### config.mk
export PLATFORM = sky130hd
export DESIGN_NAME = forward_controller
export DESIGN_NICKNAME = d
export VERILOG_FILES = /design/src/rtl/forward_controller.sv
export SDC_FILE = /design/constraint.sdc
export NUM_CORES = 1
export LEC_CHECK = 0
export ABC_AREA = 1
export ABC_CLOCK_PERIOD_IN_PS = 3400
export CAP_MARGIN = 10
export CORE_MARGIN = 2
export CORE_UTILIZATION = 54
export DETAILED_ROUTE_END_ITERATION = 16
export PLACE_DENSITY = 0.95
export SYNTH_ARGS = -nofsm -noshare
export SYNTH_HDL_FRONTEND = slang
export SYNTH_SLANG_ARGS = --single-unit
### constraint.sdc
create_clock -name clk -period 3.4 [get_ports clk]
set_clock_uncertainty 0.2 [all_clocks]
set_input_delay 0.51 -clock clk [delete_from_list [all_inputs] [get_ports clk]]
set_output_delay 0.51 -clock clk [all_outputs]
set_load 0.01 [all_outputs]
### src/rtl/forward_controller.sv
// forward_controller: hazard/forwarding control for a 5-stage pipeline with
// separate scalar and vector register files. It keeps a shadow tag pipeline
// alongside the datapath. Each cycle it decides the next-cycle operand
// forwarding and raises a one-cycle stall on a load-use hazard.
module forward_controller #(
  parameter int REGW = 4,
  parameter int CNTW = 16
) (
  input  logic            clk,
  input  logic            rst,
  input  logic            id_valid,
  input  logic [REGW-1:0] id_rs1,
  input  logic [REGW-1:0] id_rs2,
  input  logic            id_use1,
  input  logic            id_use2,
  input  logic            id_rs1_vec,
  input  logic            id_rs2_vec,
  input  logic [REGW-1:0] id_rd,
  input  logic            id_rd_vec,
  input  logic            id_we,
  input  logic            id_load,
  input  logic            flush,
  output logic            stall,
  output logic            OpAForward,
  output logic            OpBForward,
  output logic            FwdSrcA,
  output logic            FwdSrcB,
  output logic            ex_valid,
  output logic [CNTW-1:0] stall_count
);

  // The load bit is only needed while the producer sits in EX. That is the
  // only place a load-use stall can originate.
  typedef struct packed {
    logic            valid;
    logic            we;
    logic            load;
    logic [REGW-1:0] rd;
    logic            rd_vec;
  } ex_tag_t;

  // The WB-stage producer is never forwarded, because the register file
  // writes before it reads. The pipeline therefore ends at MEM: a WB tag
  // would have no reader.
  typedef struct packed {
    logic            valid;
    logic            we;
    logic [REGW-1:0] rd;
    logic            rd_vec;
  } mem_tag_t;

  ex_tag_t         r_ex_tag;
  mem_tag_t        r_mem_tag;
  ex_tag_t         w_id_tag;
  logic            r_op_a_fwd;
  logic            r_op_b_fwd;
  logic            r_src_a;
  logic            r_src_b;
  logic            r_ex_valid;
  logic [CNTW-1:0] r_stall_cnt;

  logic w_ex_a;
  logic w_ex_b;
  logic w_mem_a;
  logic w_mem_b;
  logic w_load_use;
  logic w_issue;

  // A producer matches a consumer operand when it writes the same register
  // in the same file. Scalar r0 is excluded because it is hardwired to zero.
  function automatic logic src_match(
    input logic            t_valid,
    input logic            t_we,
    input logic [REGW-1:0] t_rd,
    input logic            t_rd_vec,
    input logic            use_b,
    input logic [REGW-1:0] rs,
    input logic            rs_vec
  );
    src_match = t_valid && t_we && use_b && (t_rd == rs) &&
                (t_rd_vec == rs_vec) && (rs_vec || (rs != '0));
  endfunction

  // Operand match against the EX and MEM producers, plus load-use hazard and issue decision
  always_comb begin
    w_ex_a  = src_match(r_ex_tag.valid, r_ex_tag.we, r_ex_tag.rd, r_ex_tag.rd_vec,
                        id_use1, id_rs1, id_rs1_vec);
    w_ex_b  = src_match(r_ex_tag.valid, r_ex_tag.we, r_ex_tag.rd, r_ex_tag.rd_vec,
                        id_use2, id_rs2, id_rs2_vec);
    w_mem_a = src_match(r_mem_tag.valid, r_mem_tag.we, r_mem_tag.rd, r_mem_tag.rd_vec,
                        id_use1, id_rs1, id_rs1_vec);
    w_mem_b = src_match(r_mem_tag.valid, r_mem_tag.we, r_mem_tag.rd, r_mem_tag.rd_vec,
                        id_use2, id_rs2, id_rs2_vec);
    w_load_use = id_valid && r_ex_tag.valid && r_ex_tag.load && (w_ex_a || w_ex_b);
    // flush kills the ID instruction, so the hazard it would have caused is moot
    stall   = w_load_use && !flush;
    w_issue = id_valid && !stall && !flush;
  end

  // Tag entering EX; fields are cleared for a bubble so stale indices never linger
  always_comb begin
    w_id_tag        = '0;
    w_id_tag.valid  = w_issue;
    if (w_issue) begin
      w_id_tag.we     = id_we;
      w_id_tag.load   = id_load;
      w_id_tag.rd     = id_rd;
      w_id_tag.rd_vec = id_rd_vec;
    end
  end

  // Shadow tag pipeline: advances every cycle; a stall inserts a bubble into EX
  always_ff @(posedge clk or negedge rst) begin
    if (!rst) begin
      r_ex_tag  <= '0;
      r_mem_tag <= '0;
    end else begin
      r_mem_tag.valid  <= r_ex_tag.valid;
      r_mem_tag.we     <= r_ex_tag.we;
      r_mem_tag.rd     <= r_ex_tag.rd;
      r_mem_tag.rd_vec <= r_ex_tag.rd_vec;
      r_ex_tag         <= w_id_tag;
    end
  end

  // Forward controls presented in EX; the newest producer (EX) wins over MEM
  always_ff @(posedge clk or negedge rst) begin
    if (!rst) begin
      r_op_a_fwd <= 1'b0;
      r_op_b_fwd <= 1'b0;
      r_src_a    <= 1'b0;
      r_src_b    <= 1'b0;
      r_ex_valid <= 1'b0;
    end else begin
      r_op_a_fwd <= w_issue && (w_ex_a || w_mem_a);
      r_op_b_fwd <= w_issue && (w_ex_b || w_mem_b);
      r_src_a    <= w_issue && !w_ex_a && w_mem_a;
      r_src_b    <= w_issue && !w_ex_b && w_mem_b;
      r_ex_valid <= w_issue;
    end
  end

  // Saturating count of load-use stall cycles
  always_ff @(posedge clk or negedge rst) begin
    if (!rst) begin
      r_stall_cnt <= '0;
    end else if (stall && (r_stall_cnt != {CNTW{1'b1}})) begin
      r_stall_cnt <= r_stall_cnt + {{(CNTW-1){1'b0}}, 1'b1};
    end
  end

  assign OpAForward  = r_op_a_fwd;
  assign OpBForward  = r_op_b_fwd;
  assign FwdSrcA     = r_src_a;
  assign FwdSrcB     = r_src_b;
  assign ex_valid    = r_ex_valid;
  assign stall_count = r_stall_cnt;

endmodule

Word-level counts from Yosys, hierarchy flattened
Index checks and enable logic that the tools add are counted.
Storage, ports and cells
  flip-flop bits (word level): 35
  input bits: 23
Cells by class
  add/subtract/negate cells: 1
  eq/ne operators: 9
  multiplexer cells: 1
  reductions and logical operators: 42
Operators by type and width (count)
  logical AND 1 bit: 31
  adder 16 x 1 -> 16 bit, second input constant: 1
  equality test 4 bit: 4
  != test 16 bit, second input constant: 1
  nonzero test 4 bit: 2
  2-to-1 mux 7 bit: 1
  logical OR 1 bit: 5
  equality test 1 bit: 4
  zero test 1 bit: 4

Longest topological paths before layout
  word-level depth: 13
  depth in mapped cells: 11

Least setup slack after synthesis
OpenSTA, ideal clock, no wires.
  path type: input port to output port
  start point: input port id_rs1[3]
  end point: output port stall
  arrival: 1231 ps
  path slack: 1459 ps
  cell stages on the path: 8
  buffers on the path: 0
  cells stage by stage: inv_2 > a21boi_0 > nand2_1 > nor2_2 > nand2_2 > nand2_4 > nand2_2 > inv_1
On the way
  cells in the longest elaborated chain, start to end: 7
RTL lines
  from (decl): line 12  | input logic [REGW-1:0] id_rs1,
  equality test 4 bit: line 80  | src_match = t_valid && t_we && use_b && (t_rd == rs) &&
  logical AND 1 bit (2 in a row): line 80
  logical AND 1 bit *: line 81  | (t_rd_vec == rs_vec) && (rs_vec || (rs != '0));
  logical OR 1 bit *: line 94  | w_load_use = id_valid && r_ex_tag.valid && r_ex_tag.load && (w_ex_a || w_ex_b);
  logical AND 1 bit *: line 94
  logical AND 1 bit *: line 96  | stall = w_load_use && !flush;
  to (decl): line 23  | output logic stall,
Every way passes the cells marked *; elsewhere a longest branch is shown, timed or not.

Worst setup path in the final report
  start point: input port id_rs2[1]
  end point: output port stall
On the way
  cells in the longest elaborated chain, start to end: 7
RTL lines
  from (decl): line 13  | input logic [REGW-1:0] id_rs2,
  equality test 4 bit: line 80
  logical AND 1 bit (2 in a row): line 80
  logical AND 1 bit *: line 81
  logical OR 1 bit *: line 94
  logical AND 1 bit *: line 94
  logical AND 1 bit *: line 96
Marks and branches as above.

==> results by group <==
Run status
  – Run status: completed

Synthesis
  – Synth top area cells: dfrtp_1 (43%), nand2_1 (14%), nor2_1 (7.2%), xnor2_1 (6.9%), inv_1 (6.6%)
  – Synth warnings: 0
  – Sequential-to-total area share from yosys stat: 0.4302
  – Area fraction of the dominant cell type after synthesis: 0.4302
  – Synth unique cells: 26
  – Area leader, netlist: dfrtp_1
  – Synth Instances: 259
  – Yosys reg bits: 35
  – Synthesized cell area: 2036 sq um
  – Mean post-synth cell area: 7.860 sq um
  – Post-Synthesis Net Count: 283

Global route
  – GRT Total Usage: 0.2743
  – Pin count of the biggest net entering global routing: 36
  – Remaining global-route overflow: 0
  – Initial antenna violation count: 0
  – First-pass GRT wire length: 8818 um
  – Vias in the first global route: 1,949

Floorplanning
  – Io pins: 45
  – Die Y: 65.40 um
  – DIE AREA: 4277 sq um
  – Starting Density: 0.5603
  – Chip width: 65.40 um
  – CORE AREA: 3633 sq um
  – FP Rows: 22

Worst setup path
  – Critical Path Sink Type: primary output
  – Worst EP arrival: 2.46 ns
  – Worst Path Required: 2.69 ns
  – Largest fanout on the critical path: 9
  – Critical-path cell list: clkdlybuf4s50_1 > nand2_1 > inv_1 > o21ai_0 > nor2_1 > nand2_1 > nand2_4 > nand2_2 > inv_1 > clkdlybuf4s50_1
  – CP peak stage delay: 0.58 ns
  – Worst setup SP type: primary input
  – Buffers & Inverters on Critical Path: 4
  – Slowest stage cell, crit path: clkdlybuf4s50_1
  – Critical path type: in2out
  – CP delay by family, top: buffers and inverters

Finish
  – Final net count: 335
  – Post-Layout Cell Count: 360
  – Commonest non-fill, non-tap cells in the layout: nand2_1 (76), clkdlybuf4s50_1 (44), nor2_1 (39)
  – # diodes: 0
  – Area growth from synthesis to layout: 31.47%
  – Commonest non-fill, non-tap cell in the layout: nand2_1
  – Final core occ: 0.7366
  – Ratio of cells with drive above 1 in the final layout: 0.09936

Timing
  – Slew Limit Headroom: 0.7072
  – RSZ-0062 raised after global routing: false
  – Fin. max-slew vios: 0
  – Top achievable clock speed: 315.6 MHz
  – Tmin final: 3.169 ns
  – Setup TNS: 0 ns
  – Least-Margin Pin Slew: 0.4392 ns
  – Hold Fails Final Rpt: 0
  – Final Setup Violations: 0
  – Part of the cycle the worst path needs: 0.9320

Clocking
  – H-tree depth: 2
  – # clock sinks: 35
  – CTS resizes: 0
  – Clock root buffer master: clkbuf_8
  – Clock slew at reported path FFs: 0.08 ns
  – CTS Buf Count: 5
  – CTS Buffer Depth: 2
  – TritonCTS clock tree: yes
  – Clk_lat worst skew: 0.29 ns
  – Hold Buf Count CTS: 0
  – Post-CTS Setup Repair Bufs: 0

Power and ir drop
  – Pwr dens: 361.7 nW/um^2
  – Lkg Pwr: 1.233 nW
  – Switching Power: 0.0002119 W
  – Flop pwr share: 0.444
  – Pint: 0.0007561 W
  – Sw Share: 0.2189
  – Comb power frac: 0.086
  – Final total power: 0.0009680 W
  – Clock share of power: 0.469
  – Worst-case vdd ir drop: 259.3 uV

Routing
  – First-pass iteration count of the detailed router: 5
  – Post-route ant nets: 0
  – Drt drc: 0
  – Vias per cell: 5.317
  – Vias: 1,914
  – Initial drt markers: 210
  – WL per Instance: 14.50 um
  – WL final: 5219 um

Place
  – DP HPWL: 3542 um
  – Global placer's final weighted congestion: 0.9748
  – Port Buffers: 44
  – Placed insts: 352

Worst hold path
  – HP Class: reg2reg

Flow run
  – Max cap viols: 0
[worst register-to-register path, cell delays in order (launching register included)]
cell	delay [ns]
dfrtp_1	0.46
ha_1	0.24
nand3_2	0.14
nor2_4	0.20
nand2_2	0.11
nor2_4	0.12
nand2_2	0.13
nand3_4	0.17
nor2_1	0.06
nand2_1	0.06
nand2_1	0.05
[Yosys cell counts, drive strengths merged]
cell	count
xor2	8
ha	1
nor4	1
a21boi	1
dfrtp	35
inv	37
nor3	4
o211ai	1
nand3	11
nand4	10
a21oi	2
or2	1
xnor2	16
nor2	45
o21ai	2
nand2	82
or3	1
buf	1
[routing by layer]
metal	vias to the layer above	part of all wire	track usage
li1	899	-	-
met1	893	0.41	0.3307
met2	98	0.50	0.4515
met3	24	0.062	0.06336
met4	0	0.032	0.1536
met5	-	0	0
[power by group through the flow]
stage / clock (W) / combinational, W / sequential [W]
after detailed placement: 0 / 0.0000800 / 0.000438
after CTS: 0.000454 / 0.0000831 / 0.000430
after global placement: 0 / 0.0000770 / 0.000437
final: 0.000454 / 0.0000835 / 0.000430
after floorplan: 0 / 0.0000337 / 0.000436
after global routing: 0.000472 / 0.0000923 / 0.000431
[flip-flops by register name (all words and copies together), names as in the netlist]
signal	count
ex_valid	1
r_mem_tag	7
OpAForward	1
FwdSrcB	1
r_ex_tag	7
OpBForward	1
FwdSrcA	1
stall_count	16
[worst paths after layout]
kind / startpoint / endpoint / slack (ns) / cells after the start
max in group asynchronous: rst / stall_count[1] / 2.26 / 2
max reg2reg: stall_count[0] / stall_count[10] / 1.36 / 10
min in group asynchronous: rst / r_mem_tag[1] / 0.43 / 2
min reg2reg: r_ex_tag[6] / r_mem_tag[5] / 0.18 / 0
max: id_rs2[1] / stall / 0.23 / 10
min: r_ex_tag[6] / r_mem_tag[5] / 0.18 / 0
[final cells by class]
class / count / area, sq um
inverters: 37 / 138.9
flip-flops and latches: 35 / 875.8
repair buffers: 46 / 455.4
well taps: 48 / 60.06
clock buffers: 5 / 68.82
multi-input cells: 186 / 1010
clock inverters: 3 / 67.56
fillers: 263 / 957.2
[per-stage QoR]
| step | instance area (sq um) | hold WS (ns) | setup slack (ns) |
|---|---|---|---|
| floorplan | 2036 | 0.01441 | 1.459 |
| global placement | 2540 | 0.1576 | 0.3898 |
| detailed placement | 2540 | 0.1667 | 0.3391 |
| CTS | 2676 | 0.1857 | 0.2806 |
| global route | 2676 | 0.2132 | 0.1271 |
| finish | 2676 | 0.1822 | 0.2312 |
[cell families after synthesis]
family / share of synthesized area
flip-flops: 0.4302
adder cells (fa/ha/maj): 0.006145
XOR/XNOR: 0.1033
buffers and inverters: 0.07375
AO/OA/AOI/OAI: 0.01721
AND/OR/NAND/NOR: 0.3694
No activity file was read; power rests on OpenSTA's default activity.
